File: config.mk
export PLATFORM = sky130hd
export DESIGN_NAME = cache_arbiter
export DESIGN_NICKNAME = d
export VERILOG_FILES = /design/src/rtl/cache_arbiter.sv
export SDC_FILE = /design/constraint.sdc
export NUM_CORES = 1
export LEC_CHECK = 0
export ABC_AREA = 1
export CAP_MARGIN = 20
export CORE_AREA = 2 2 538 540
export DETAILED_ROUTE_END_ITERATION = 6
export DIE_AREA = 0 0 540 542
export PLACE_DENSITY = 0.3
export SYNTH_ARGS = -nofsm -noshare
export SYNTH_HDL_FRONTEND = slang
export SYNTH_SLANG_ARGS = --single-unit
export TNS_END_PERCENT = 10
File: constraint.sdc
create_clock -name clk -period 3.4 [get_ports clk]
set_input_delay 0.68 -clock clk [delete_from_list [all_inputs] [get_ports clk]]
set_output_delay 0.68 -clock clk [all_outputs]
set_load 0.05 [all_outputs]
File: src/rtl/cache_arbiter.sv
// Arbiter sharing one cacheline-wide memory port between the I-cache and D-cache.
// Requests are latched for the whole transaction; ties are resolved round-robin.
module cache_arbiter #(
    parameter int ADDR_WIDTH = 32,
    parameter int LINE_WIDTH = 256
) (
    input  logic                  clk,
    input  logic                  rst,
    input  logic                  icache_read,
    input  logic [ADDR_WIDTH-1:0] icache_address,
    output logic [LINE_WIDTH-1:0] icache_rdata,
    output logic                  icache_resp,
    input  logic                  dcache_read,
    input  logic                  dcache_write,
    input  logic [ADDR_WIDTH-1:0] dcache_address,
    input  logic [LINE_WIDTH-1:0] dcache_wdata,
    output logic [LINE_WIDTH-1:0] dcache_rdata,
    output logic                  dcache_resp,
    output logic                  mem_read,
    output logic                  mem_write,
    output logic [ADDR_WIDTH-1:0] mem_address,
    output logic [LINE_WIDTH-1:0] mem_wdata,
    input  logic [LINE_WIDTH-1:0] mem_rdata,
    input  logic                  mem_resp
);

    typedef enum logic [1:0] {
        IDLE   = 2'd0,
        BUSY_I = 2'd1,
        BUSY_D = 2'd2,
        DONE   = 2'd3
    } state_t;

    localparam logic GRANT_I = 1'b0;
    localparam logic GRANT_D = 1'b1;

    state_t                  state_r, state_s;
    logic                    last_grant_r, last_grant_s;
    logic                    mem_read_r, mem_read_s;
    logic                    mem_write_r, mem_write_s;
    logic [ADDR_WIDTH-1:0]   addr_r, addr_s;
    logic [LINE_WIDTH-1:0]   wdata_r, wdata_s;
    logic [LINE_WIDTH-1:0]   rbuf_r, rbuf_s;
    logic                    iresp_r, iresp_s;
    logic                    dresp_r, dresp_s;
    logic                    i_req_s;
    logic                    d_req_s;

    // Next-state, latch and output-register logic for the arbitration FSM.
    always_comb begin
        state_s      = state_r;
        last_grant_s = last_grant_r;
        mem_read_s   = mem_read_r;
        mem_write_s  = mem_write_r;
        addr_s       = addr_r;
        wdata_s      = wdata_r;
        rbuf_s       = rbuf_r;
        iresp_s      = 1'b0;
        dresp_s      = 1'b0;
        i_req_s      = icache_read;
        d_req_s      = dcache_read | dcache_write;

        case (state_r)
            IDLE: begin
                // D wins a tie only when I was served last; read+write together acts as a write.
                if (d_req_s && (!i_req_s || (last_grant_r == GRANT_I))) begin
                    state_s      = BUSY_D;
                    last_grant_s = GRANT_D;
                    addr_s       = dcache_address;
                    wdata_s      = dcache_wdata;
                    mem_write_s  = dcache_write;
                    mem_read_s   = ~dcache_write;
                end else if (i_req_s) begin
                    state_s      = BUSY_I;
                    last_grant_s = GRANT_I;
                    addr_s       = icache_address;
                    wdata_s      = {LINE_WIDTH{1'b0}};
                    mem_write_s  = 1'b0;
                    mem_read_s   = 1'b1;
                end else begin
                    state_s = IDLE;
                end
            end
            BUSY_I, BUSY_D: begin
                if (mem_resp) begin
                    state_s     = DONE;
                    rbuf_s      = mem_rdata;
                    mem_read_s  = 1'b0;
                    mem_write_s = 1'b0;
                    iresp_s     = (state_r == BUSY_I);
                    dresp_s     = (state_r == BUSY_D);
                end else begin
                    state_s = state_r;
                end
            end
            DONE: begin
                state_s = IDLE;
            end
            default: begin
                state_s     = IDLE;
                mem_read_s  = 1'b0;
                mem_write_s = 1'b0;
            end
        endcase
    end

    // State and datapath registers with synchronous reset.
    always_ff @(posedge clk) begin
        if (rst) begin
            state_r      <= IDLE;
            last_grant_r <= GRANT_I;
            mem_read_r   <= 1'b0;
            mem_write_r  <= 1'b0;
            addr_r       <= {ADDR_WIDTH{1'b0}};
            wdata_r      <= {LINE_WIDTH{1'b0}};
            rbuf_r       <= {LINE_WIDTH{1'b0}};
            iresp_r      <= 1'b0;
            dresp_r      <= 1'b0;
        end else begin
            state_r      <= state_s;
            last_grant_r <= last_grant_s;
            mem_read_r   <= mem_read_s;
            mem_write_r  <= mem_write_s;
            addr_r       <= addr_s;
            wdata_r      <= wdata_s;
            rbuf_r       <= rbuf_s;
            iresp_r      <= iresp_s;
            dresp_r      <= dresp_s;
        end
    end

    assign mem_read     = mem_read_r;
    assign mem_write    = mem_write_r;
    assign mem_address  = addr_r;
    assign mem_wdata    = wdata_r;
    assign icache_rdata = rbuf_r;
    assign dcache_rdata = rbuf_r;
    assign icache_resp  = iresp_r;
    assign dcache_resp  = dresp_r;

endmodule

==> reports/qor.txt, run 1 <==
Register Area -> 11000 µm²
Worst Tran Pin Value -> 1.14 ns
Synth Area per Inst -> 7.81 µm²
Worst Path Buf+Inv -> 1
Worst-path cell chain -> clkdlybuf4s50_1
Post-synthesis register bit count -> 551
Pleak -> 14.1 nW
Worst-Skew Late Latency -> 0.77 ns
Comb pwr share -> 0.568
CP max FO -> 2
First-pass iteration count of the detailed router -> 5
Routed Antenna Nets -> 0
Count of final setup violators -> 0
Synth Warn # -> 0
Via count -> 24000
Reg clk slew, reported paths -> 0.06 ns
F_max -> 331 MHz
Sequential Power Share -> 0.237
Total CTS buffers -> 84
Clock Tree Buf Depth -> 4
Cts hold-fix bufs -> 0
Die height -> 542 µm
Critical path required time -> 2.72 ns
Largest net degree at the start of global routing -> 161
Total GRT Usage -> 0.118
Synthesized instance count -> 2801
Setup crit start kind -> register
Core area -> 287000 µm²
DR DRC count -> 0
Hpwl dp -> 149000 µm
Tmin final -> 3.02 ns
Synth unique cells -> 20
Final hold violation count -> 0
Final net count -> 4459
Dpl cells -> 7569
Die area -> 293000 µm²
Critical path's largest stage delay -> 0.91 ns
Share of cells above drive strength 1 -> 0.0570
Relative slew margins -> 0.237
Area growth, synth to finish -> 87.9%
Post-layout util -> 0.143
H-tree levels -> 3
Routed WL -> 180000 µm
Initial core utilization -> 0.0762
Critical path type -> register to output port
Most frequent cells in the layout -> 1379 x clkdlybuf4s50_1, 551 x dfxtp_1, 513 x nor2_1
Cell Count, Final, Fillers Out -> 7724
MaxCap Viol Count -> 0
Status -> complete, no violations
Avg Vias per Cell -> 3.11
Worst path slowest cell -> clkdlybuf4s50_1
Sink Count -> 551
Vias in the first global route -> 24100
Routed len/inst -> 23.4 µm
Pwr dens -> 1080 nW/µm²
GR Overflow Total -> 0
CP top delay family -> buffers and inverters
Final Slew Violations -> 0
Initial antenna violation count -> 93
Crit path capture type -> output port
Fill cell count -> 32800
Area taken by multi-input logic gates -> 7790 µm²
Sw Pwr -> 23.5 mW
Most common cell after layout, fill and taps aside -> clkdlybuf4s50_1
Clock share of power -> 0.195
Postcts setup bufs -> 0
Final period utilization -> 0.888
VDD IR max -> 0.000509 V
RSZ-0062 raised after global routing -> false
Buffers on Ports -> 1385
Setup WS post-layout -> 0.380 ns
# resized after CTS -> 0
Ports -> 1386
Synthesized Nets -> 3386
Post-Syn Area -> 21900 µm²
Initial drt markers -> 1237
Pint -> 21.0 mW
GP Congestion -> 0.867
CTS root buf -> clkbuf_16
Dpl ws -> 0.708 ns
TritonCTS clock tree -> done
Register area share after synthesis -> 0.504
Die W -> 540 µm
Num rows -> 197
Setup TNS Final -> 0 ns
Switch share -> 0.528
Critical path arrival -> 2.34 ns
Layout Skew -> 0.0555 ns
First-pass GRT wire length -> 234000 µm
Hold Crit Class -> primary input to register
## stage by stage
stage               cell area, µm²  total power [mW]  hold WS [ns]
floorplan                    21900              26.6         0.474
global placement             38400              36.4         0.470
detailed placement           38400              36.4         0.466
CTS                          41100              45.4         0.103
global route                 41100              46.8         0.134
finish                       41100              44.5         0.195
## final timing paths
check	start	end	slack, ns	cells after the start
max reg2reg	state_r[1]$_SDFFE_PP0P_	dcache_rdata[194]$_SDFFE_PP0P_	1.13	7
min reg2reg	mem_write$_SDFFE_PP0P_	mem_write$_SDFFE_PP0P_	0.48	2
max	mem_wdata[88]$_SDFFE_PP0P_	mem_wdata[88]	0.38	1
min	rst	mem_wdata[222]$_SDFFE_PP0P_	0.19	2
## synth_stat cells
| cell | count | share of area |
|---|---|---|
| nand3_1 | 326 | 0.075 |
| nand2_1 | 296 | 0.051 |
| nor3b_1 | 2 | 0.00069 |
| buf_4 | 264 | 0.091 |
| nand3b_1 | 32 | 0.011 |
| nor2_4 | 1 | 0.00051 |
| nor2_1 | 513 | 0.088 |
| nand2_2 | 2 | 0.00057 |
| buf_1 | 7 | 0.0012 |
| inv_2 | 3 | 0.00051 |
| a21oi_1 | 293 | 0.067 |
| clkbuf_1 | 109 | 0.019 |
| o21ai_1 | 2 | 0.00046 |
| nand2_4 | 2 | 0.0010 |
| dfxtp_1 | 551 | 0.50 |
| ha_1 | 3 | 0.0017 |
| inv_1 | 41 | 0.0070 |
| o21ai_0 | 257 | 0.059 |
| buf_2 | 96 | 0.022 |
| clkbuf_2 | 1 | 0.00023 |
## layout make-up
class                      instances  area share
timing repair buffer            1464       0.357
sequential                       551       0.268
multi-input combinational       1729       0.190
clock buffer                     117      0.0585
clock inverter                    24     0.00633
tap                             3781       0.115
inverter                          44     0.00438
antenna                           14    0.000852
## state kept, by name, summed over array words and instances, names as in the netlist
name	flops
mem_write	1
last_grant_r	1
mem_address	32
mem_wdata	256
dcache_resp	1
icache_resp	1
mem_read	1
dcache_rdata	256
state_r	2
## cell families after synthesis
family / after synthesis / synth area share
flops: 551 / 0.504
fa+ha+maj: 3 / 0.00172
buf+inv: 521 / 0.140
compound gates: 552 / 0.126
simple gates: 1174 / 0.227
## metal layers
layer / vias to the layer above / GRT usage / routed length [µm]
met5: - / 0 / 154
met4: 24 / 0.0382 / 5770
met3: 272 / 0.0488 / 17300
met2: 1195 / 0.209 / 89300
met1: 11500 / 0.127 / 67900
li1: 11100 / - / -
## power by group through the flow
stage               combinational [mW]  clock, mW  sequential [mW]
CTS                               25.7       9.08             10.6
global route                      26.7       9.30             10.8
floorplan                         10.4          0             16.2
finish                            25.3       8.66             10.6
detailed placement                25.6          0             10.8
global placement                  25.8          0             10.7
Power figures use the tool's default switching activity.
==> run 2, diff against run 1 <==
==> constraint.sdc (replaced) <==
create_clock -name clk -period 3.4 [get_ports clk]
set_input_delay 0.51 -clock clk [delete_from_list [all_inputs] [get_ports clk]]
set_output_delay 0.51 -clock clk [all_outputs]
set_load 0.01 [all_outputs]
==> run 2 against run 1 <==
  * Sequential power hardly changed
  * Final cell count is essentially flat
  * Register-to-register slack worse by 0.14 ns
  * Clock-buffer cell count up 12
  * Hold slack worse by 0.092 ns
  * Utilization is essentially flat
  * Clock skew is 0.014 ns higher
  * Critical path depth did not move
  * Total power is 20% lower
  * Non-clock buffer count decreased by 18
  * Die area stayed put
==> reports/qor.txt, run 2 (same netlist as run 1, synthesis figures left out) <==
Status -> complete, no violations (unchanged)
Num rows -> 197 (unchanged)
CP max FO -> 3 (was 2)
DR DRC count -> 0 (unchanged)
Worst-path cell chain -> clkdlybuf4s50_1 (unchanged)
Crit path capture type -> output port (unchanged)
Post-DP Area -> 38200 µm² (was 38400 µm²)
Setup TNS Final -> 0 ns (unchanged)
Via count -> 24000 (about the same)
Initial core utilization -> 0.0762 (unchanged)
H-tree levels -> 3 (unchanged)
Count of final setup violators -> 0 (unchanged)
Worst-Skew Late Latency -> 0.82 ns (was 0.77 ns)
Ports -> 1386 (unchanged)
RSZ-0062 raised after global routing -> false (unchanged)
Largest net degree at the start of global routing -> 116 (was 161)
Worst reg2reg path depth -> 7 (unchanged)
WHS -> 0.103 ns (was 0.195 ns)
Sink Count -> 551 (unchanged)
Total GRT Usage -> 0.119 (was 0.118)
Pwr dens -> 871 nW/µm² (was 1080 nW/µm²)
Most common cell after layout, fill and taps aside -> clkdlybuf4s50_1 (unchanged)
Setup crit start kind -> register (unchanged)
Die area -> 293000 µm² (unchanged)
Die height -> 542 µm (unchanged)
Tmin final -> 2.57 ns (was 3.02 ns)
Critical path arrival -> 2.06 ns (was 2.34 ns)
Critical path type -> register to output port (unchanged)
Total CTS buffers -> 85 (was 84)
Buffers on Ports -> 1385 (unchanged)
MaxCap Viol Count -> 0 (unchanged)
F_max -> 389 MHz (was 331 MHz)
Postcts setup bufs -> 0 (unchanged)
WHS Path Cells -> 2 (unchanged)
Die W -> 540 µm (unchanged)
Reg clk slew, reported paths -> 0.05 ns (was 0.06 ns)
VDD IR max -> 0.000537 V (was 0.000509 V)
Initial drt markers -> 1093 (was 1237)
Avg Vias per Cell -> 3.10 (was 3.11)
Pleak -> 14.0 nW (was 14.1 nW)
Most frequent cells in the layout -> 1384 x clkdlybuf4s50_1, 551 x dfxtp_1, 513 x nor2_1 (was 1379 x clkdlybuf4s50_1, 551 x dfxtp_1, 513 x nor2_1)
# resized after CTS -> 0 (unchanged)
Hpwl dp -> 149000 µm (about the same)
Critical path required time -> 2.89 ns (was 2.72 ns)
Final hold violation count -> 0 (unchanged)
Routed Antenna Nets -> 0 (unchanged)
Worst hold path endpoint -> mem_wdata[173]$_SDFFE_PP0P_ (was mem_wdata[222]$_SDFFE_PP0P_)
Worst path slowest cell -> clkdlybuf4s50_1 (unchanged)
Share of cells above drive strength 1 -> 0.0518 (was 0.0570)
Reg2reg setup slack -> 0.99 ns (was 1.13 ns)
First-pass GRT wire length -> 236000 µm (was 234000 µm)
Hold Crit Class -> primary input to register (unchanged)
Final net count -> 4442 (was 4459)
Layout Skew -> 0.0697 ns (was 0.0555 ns)
GP Congestion -> 0.836 (was 0.867)
Critical path's largest stage delay -> 0.88 ns (was 0.91 ns)
CP top delay family -> buffers and inverters (unchanged)
TritonCTS clock tree -> done (unchanged)
Worst Tran Pin Value -> 0.804 ns (was 1.14 ns)
Vias in the first global route -> 24400 (was 24100)
Final period utilization -> 0.755 (was 0.888)
Worst Path Buf+Inv -> 1 (unchanged)
Final Instance Area -> 41000 µm² (was 41100 µm²)
Crit path depth -> 1 (unchanged)
Relative slew margins -> 0.464 (was 0.237)
CTS root buf -> clkbuf_16 (unchanged)
First-pass iteration count of the detailed router -> 6 (was 5)
Core area -> 287000 µm² (unchanged)
R2r startpoint -> state_r[0]$_SDFFE_PP0P_ (was state_r[1]$_SDFFE_PP0P_)
Routed WL -> 182000 µm (was 180000 µm)
Clock Tree Buf Depth -> 4 (unchanged)
FF-to-FF End -> dcache_rdata[171]$_SDFFE_PP0P_ (was dcache_rdata[194]$_SDFFE_PP0P_)
Cts hold-fix bufs -> 0 (unchanged)
Final Slew Violations -> 0 (unchanged)
HP Start -> rst (unchanged)
Initial antenna violation count -> 106 (was 93)
GR Overflow Total -> 0 (unchanged)
Area growth, synth to finish -> 87.7% (was 87.9%)
Routed len/inst -> 23.6 µm (was 23.4 µm)
-- run 2: power by group --
group / internal (mW) / switching (mW)
Sequential: 8.42 / 2.08
Clock: 5.44 / 3.59
Combinational: 7.30 / 8.92
-- run 2: per-stage QoR --
stage	total power, mW	util	instances	worst slack, ns
final	35.7	0.143	7718	0.832
after CTS	36.8	0.143	7698	0.575
after global placement	27.4	0.133	7551	0.821
after floorplan	17.6	-	2801	1.82
after detailed placement	27.3	0.133	7551	0.803
after global routing	38.1	0.143	7700	0.659
-- run 2: worst max path at each step --
stage	start	to	slack, ns
global placement	mem_resp	dcache_rdata[210]$_SDFFE_PP0P_	0.82
CTS	mem_address[31]$_SDFFE_PP0P_	mem_address[31]	0.57
detailed placement	dcache_write	mem_wdata[45]$_SDFFE_PP0P_	0.80
floorplan	state_r[0]$_SDFFE_PP0P_	dcache_rdata[127]$_SDFFE_PP0P_	1.82
global route	mem_wdata[253]$_SDFFE_PP0P_	mem_wdata[253]	0.66
finish	dcache_rdata[202]$_SDFFE_PP0P_	dcache_rdata[202]	0.83
-- run 2: cell type report --
type	count	area, µm²
timing repair buffer	1446	14500
clock buffer	129	2540
clock inverter	18	244
tap	3781	4730
antenna	20	50.0
fill	32700	246000
inverter	44	180
multi-input combinational	1729	7790
sequential	551	11000
-- run 2: layer usage --
metal	vias up	wire length, µm	track usage
met5	-	203	0
met1	11400	68700	0.129
li1	11100	-	-
met2	1189	89900	0.213
met3	282	17500	0.0489
met4	30	5580	0.0326
